[src/rtl/mmio_io.sv]
// mmio_io: memory-mapped I/O peripheral on the CPU data bus.
// It provides a GPIO output register with set and clear aliases, a synchronised
// GPIO input with change detection, and a prescaled tick counter with a compare
// match. Sticky status flags drive a registered level interrupt.
// Ports:
//   clk, reset        - clock, asynchronous active-low reset
//   addr, wdata, we   - word address, write data, byte-lane write enables
//   re                - read strobe
//   hit               - combinational address decode of BASE..BASE+7
//   rdata             - read data, one cycle after re (0 after a missed read)
//   gpio_in           - asynchronous inputs
//   gpio_out          - output register
//   irq               - level interrupt
module mmio_io #(
    parameter logic [29:0] BASE    = 30'h4100,
    parameter int unsigned OUT_W   = 8,
    parameter int unsigned IN_W    = 8,
    parameter int unsigned CLK_HZ  = 12000000,
    parameter int unsigned TICK_HZ = 1000
) (
    input  logic             clk,
    input  logic             reset,
    input  logic [29:0]      addr,
    input  logic [31:0]      wdata,
    input  logic [3:0]       we,
    input  logic             re,
    output logic             hit,
    output logic [31:0]      rdata,
    input  logic [IN_W-1:0]  gpio_in,
    output logic [OUT_W-1:0] gpio_out,
    output logic             irq
);

    localparam int unsigned DIV = CLK_HZ / TICK_HZ;
    localparam int unsigned PW  = $clog2(DIV);

    localparam logic [2:0] OFF_OUT    = 3'd0;
    localparam logic [2:0] OFF_SET    = 3'd1;
    localparam logic [2:0] OFF_CLR    = 3'd2;
    localparam logic [2:0] OFF_IN     = 3'd3;
    localparam logic [2:0] OFF_COUNT  = 3'd4;
    localparam logic [2:0] OFF_CMP    = 3'd5;
    localparam logic [2:0] OFF_STATUS = 3'd6;
    localparam logic [2:0] OFF_CTRL   = 3'd7;

    logic [OUT_W-1:0] out_q,    out_d;
    logic [31:0]      count_q,  count_d;
    logic [31:0]      cmp_q,    cmp_d;
    logic [1:0]       status_q, status_d;
    logic [2:0]       ctrl_q,   ctrl_d;
    logic [PW-1:0]    presc_q,  presc_d;
    logic [IN_W-1:0]  sync1_q, sync2_q, samp_q;
    logic [31:0]      rdata_q;
    logic             irq_q;

    logic [29:0] rel;
    logic [2:0]  off;
    logic [31:0] wmask;
    logic [31:0] out_ext;
    logic [31:0] count_inc;
    logic [31:0] rd_val;
    logic        tick;
    logic        count_wr;
    logic [1:0]  status_set;
    logic [1:0]  status_clr;

    // Address decode: subtraction wraps addresses below BASE to large values
    assign rel = addr - BASE;
    assign hit = (rel < 30'd8);
    assign off = rel[2:0];

    assign wmask     = {{8{we[3]}}, {8{we[2]}}, {8{we[1]}}, {8{we[0]}}};
    assign out_ext   = 32'(out_q);
    assign count_inc = count_q + 32'd1;
    assign tick      = ctrl_q[0] && (presc_q == PW'(DIV - 1));
    assign count_wr  = hit && (off == OFF_COUNT) && (we != 4'd0);

    // Flag set sources; a COUNT write suppresses the increment and so the match
    assign status_set[0] = tick && !count_wr && (count_inc == cmp_q);
    assign status_set[1] = (sync2_q != samp_q);
    assign status_clr    = (hit && (off == OFF_STATUS)) ? (wdata[1:0] & {2{we[0]}}) : 2'b00;

    // Next-state for the register file, prescaler and counter
    always_comb begin
        out_d    = out_q;
        count_d  = count_q;
        cmp_d    = cmp_q;
        ctrl_d   = ctrl_q;
        presc_d  = presc_q;
        status_d = (status_q & ~status_clr) | status_set;

        if (ctrl_q[0]) begin
            presc_d = tick ? '0 : presc_q + PW'(1);
            if (tick) begin
                count_d = count_inc;
            end
        end

        if (hit) begin
            unique case (off)
                OFF_OUT: out_d = OUT_W'((out_ext & ~wmask) | (wdata & wmask));
                OFF_SET: out_d = OUT_W'(out_ext | (wdata & wmask));
                OFF_CLR: out_d = OUT_W'(out_ext & ~(wdata & wmask));
                OFF_COUNT: begin
                    if (count_wr) begin
                        count_d = (count_q & ~wmask) | (wdata & wmask);
                        presc_d = '0;
                    end
                end
                OFF_CMP:  cmp_d = (cmp_q & ~wmask) | (wdata & wmask);
                OFF_CTRL: begin
                    if (we[0]) begin
                        ctrl_d = wdata[2:0];
                    end
                end
                default: ;
            endcase
        end
    end

    // Read mux; SET/CLR aliases read back the OUT register
    always_comb begin
        rd_val = 32'd0;
        unique case (off)
            OFF_OUT, OFF_SET, OFF_CLR: rd_val = out_ext;
            OFF_IN:     rd_val = 32'(sync2_q);
            OFF_COUNT:  rd_val = count_q;
            OFF_CMP:    rd_val = cmp_q;
            OFF_STATUS: rd_val = 32'(status_q);
            OFF_CTRL:   rd_val = 32'(ctrl_q);
            default:    rd_val = 32'd0;
        endcase
    end

    // State registers
    always_ff @(posedge clk or negedge reset) begin
        if (!reset) begin
            out_q    <= '0;
            count_q  <= 32'd0;
            cmp_q    <= 32'hFFFF_FFFF;
            status_q <= 2'b00;
            ctrl_q   <= 3'b001;
            presc_q  <= '0;
            sync1_q  <= '0;
            sync2_q  <= '0;
            samp_q   <= '0;
            rdata_q  <= 32'd0;
            irq_q    <= 1'b0;
        end else begin
            out_q    <= out_d;
            count_q  <= count_d;
            cmp_q    <= cmp_d;
            status_q <= status_d;
            ctrl_q   <= ctrl_d;
            presc_q  <= presc_d;
            sync1_q  <= gpio_in;
            sync2_q  <= sync1_q;
            samp_q   <= sync2_q;
            irq_q    <= (status_q[0] & ctrl_q[1]) | (status_q[1] & ctrl_q[2]);
            // Missed reads return 0 so the top level can OR-combine sources
            if (re) begin
                rdata_q <= hit ? rd_val : 32'd0;
            end
        end
    end

    assign rdata    = rdata_q;
    assign gpio_out = out_q;
    assign irq      = irq_q;

endmodule

[config.mk]
export PLATFORM = sky130hd
export DESIGN_NAME = mmio_io
export DESIGN_NICKNAME = d
export VERILOG_FILES = /design/src/rtl/mmio_io.sv
export SDC_FILE = /design/constraint.sdc
export NUM_CORES = 1
export LEC_CHECK = 0
export CAP_MARGIN = 20
export CORE_ASPECT_RATIO = 1.25
export CORE_UTILIZATION = 59
export CTS_CLUSTER_SIZE = 30
export DETAILED_ROUTE_END_ITERATION = 7
export GPL_ROUTABILITY_DRIVEN = 1
export PLACE_DENSITY = 0.95
export REMOVE_ABC_BUFFERS = 1
export SKIP_CTS_REPAIR_TIMING = 1
export SLEW_MARGIN = 10
export SYNTH_ARGS = -nofsm -noshare
export SYNTH_HDL_FRONTEND = slang
export SYNTH_SLANG_ARGS = --single-unit
[constraint.sdc]
create_clock -name clk -period 4.9 [get_ports clk]
set_input_delay 0.49 -clock clk [delete_from_list [all_inputs] [get_ports clk]]
set_output_delay 0.49 -clock clk [all_outputs]
set_load 0.01 [all_outputs]
==> results.ini <==
[synthesis]
synth.top_cell.area_share_pct = 35.2
synth_top_family_by_area = simple AND/OR/NAND/NOR gates
yosys.area_share.simple_pct = 19.4
synth_flop_cell = dfrtp_1
synth_edf_count = 0
synthXorXnorAreaFrac_pct = 6.96
synth.avg_cell_area_sq_um = 9.58
async_reset_ff_share_pct = 100
muxShareOfSynthArea_pct = 6.32
yosysMostFrequentCell = dfrtp_1
post-synth-top-area-cell = dfrtp_1
netlist_top_cells_count = 115 x dfrtp_1, 69 x nand2_1, 60 x nor2_1
synth_warnings = 0
synth_compound_area_share_pct = 16.5
synth_area_leaders = dfrtp_1 35%, dfstp_2 11%, mux2_2 4.5%, xnor2_1 4.2%, o21ai_0 3.3%
post_synth_instance_area_sq_um = 8180
synth.distinct_cells = 75
netlist_instances = 854
yosysSeqAreaShare_pct = 45.8
synthAdderAreaFrac_pct = 0.306
ys_ff_latch = 148

[drt]
antenna_left = 0
vias = 7523
route.detailed.drc = 4
routedWlPerCell_microns = 20.6
drtPass1Iterations = 8
wl_microns = 23400
vias_per_cell = 6.61
first_iter_violations = 823

[worst_setup_path]
arrival_ps = 2890
worst_ep_required_time_ps = 4410
start_kind = input port
worstSetupPathType = input port to output pin
critPathMaxFanout = 15
critPathCaptureType = output pin
reg2reg_from = ctrl_q[0]$_DFFE_PN1P_
worstSetupStartpoint = addr[12]

[timing]
setup_viol = 0
slew_headroom_pct = 22.8
worst_slack_ps = 1520
tns_ps = 0
clock_skew_ps = 10.1
fin_crit_ps = 3380
min_period_over_period_pct = 69.1
rsz0062_at_grt = no
fmax_mhz = 296
maxSlewViolCount = 0
tightest_slew_ps = 1160
hold_viol = 0

[floorplanning]
row_count = 47
io_pins = 119
die_h_microns = 134
initial_utilization_pct = 61.0
die_area_sq_um = 14300
die_w_microns = 107
core_sq_um = 13400

[layout]
final_util_pct = 74.9
drive_gt1_share_pct = 14.0
area_growth_pct = 22.7
final_nets = 1033
antenna_cells = 0

[power]
power.leakage_nw = 3.98
powerDensity_nw_per_um2 = 271
vdd_ir_drop_max_v = 0.000238

[clock_network]
clkTransAtPathRegs_ps = 70
insertion_delay_ps = 440
cts_tree = done
numCtsBuffers = 17
cts_sinks = 148
clock_path_buffers = 2
ctsHtreeMaxLevel = 4
cts-root-buf = clkbuf_16

[run]
cap_viol_max_count = 0

[global_route]
grt_pass1_wl_microns = 38100
track_usage_pct = 34.4
antenna_found_initial = 0
grt_overflow = 0
grt_max_degree = 109
grt_pass1_vias = 7480

[placed_design]
gp_congestion = 0.913
portBuffers = 118
dp_hpwl_microns = 15600
place_ws_ps = 1500

[min_path]
hold_class = input port to async pin

[run_status]
status = finished, violations left
violations = DRC

## cell usage in the layout, fill, tap and decap left out, drive strengths merged, types with 3 or more instances in the layout
| cell | count |
|---|---|
| nand3 | 35 |
| xor2 | 26 |
| o22ai | 34 |
| inv | 50 |
| a22oi | 25 |
| nand2 | 70 |
| nand3b | 3 |
| mux2i | 10 |
| buf | 13 |
| nor4b | 3 |
| and2 | 5 |
| mux2 | 33 |
| nor3b | 7 |
| nor4 | 13 |
| nand4 | 24 |
| a211oi | 9 |
| a311oi | 4 |
| a31oi | 5 |
| and3 | 18 |
| nor3 | 15 |
| nor2 | 61 |
| or4 | 5 |
| o21a | 7 |
| o32ai | 3 |
| nand4b | 3 |
| dfrtp | 115 |
| or2 | 4 |
| dfstp | 33 |
| xnor2 | 39 |
| a21oi | 44 |
| o21ai | 55 |
| o211ai | 4 |
| nor2b | 11 |
| and4 | 8 |
| clkdlybuf4s50 | 117 |
| clkbuf | 17 |
| clkinv | 8 |
## per-stage QoR
stage / hold slack (ps) / power [W] / instance area, sq um / instances
4_1_cts: 238 / 0.00273 / 10000 / 1138
2_1_floorplan: 194 / 0.00130 / 7950 / 805
3_5_place_dp: 335 / 0.00142 / 9430 / 1106
6_report: 193 / 0.00272 / 10000 / 1138
5_1_grt: 265 / 0.00279 / 10000 / 1138
3_3_place_gp: 332 / 0.00142 / 9430 / 1106
## worst paths after layout
kind,slack [ps],depth (start not counted),end
max,1520,7,hit
min in group clk,350,0,sync2_q[2]$_DFF_PN0_
min,190,1,rdata[11]$_DFFE_PN0P_
min reg2reg,350,0,sync2_q[2]$_DFF_PN0_
max reg2reg,1680,6,flop
max in group asynchronous,3580,2,async pin
## logic make-up (layout without fill, tap and decap cells)
logic type | count (synthesis) | after routing
buf+inv | 92 | 205
flops | 148 | 148
xor+xnor | 65 | 65
simple gates | 291 | 291
fa+ha+maj | 2 | 2
compound gates | 211 | 211
mux | 45 | 45
## final cells by class
class	count	area, sq um
timing repair buffer	130	1270
inverter	43	161
sequential	148	3740
multi-input combinational	614	4040
clock inverter	15	179
tap	171	214
fill	902	3370
clock buffer	17	425
## worst max-delay path, stage by stage
cell and delay [ps]:
clkdlybuf4s50_1 410, nor4_1 390, nand4_1 300, nor2_1 340, and2_1 170, buf_4 220, clkdlybuf4s50_1 580
## layer usage
metal  up-vias  global-route usage (%)  routed length [microns]
li1       3290                       -                        -
met1      3651                    42.5                     8760
met2       485                    56.7                    11800
met3        97                    6.75                     1870
met4         0                    18.7                      969
met5         -                       0                        0
## where the power goes
group	internal (W)	switching, W	total (W)
Sequential	0.00123	0.00000657	0.00124
Clock	0.000691	0.000629	0.00132
Combinational	0.0000772	0.0000867	0.000164
Total	0.00200	0.000723	0.00272
Note: power is estimated with default switching activity, not from simulation.
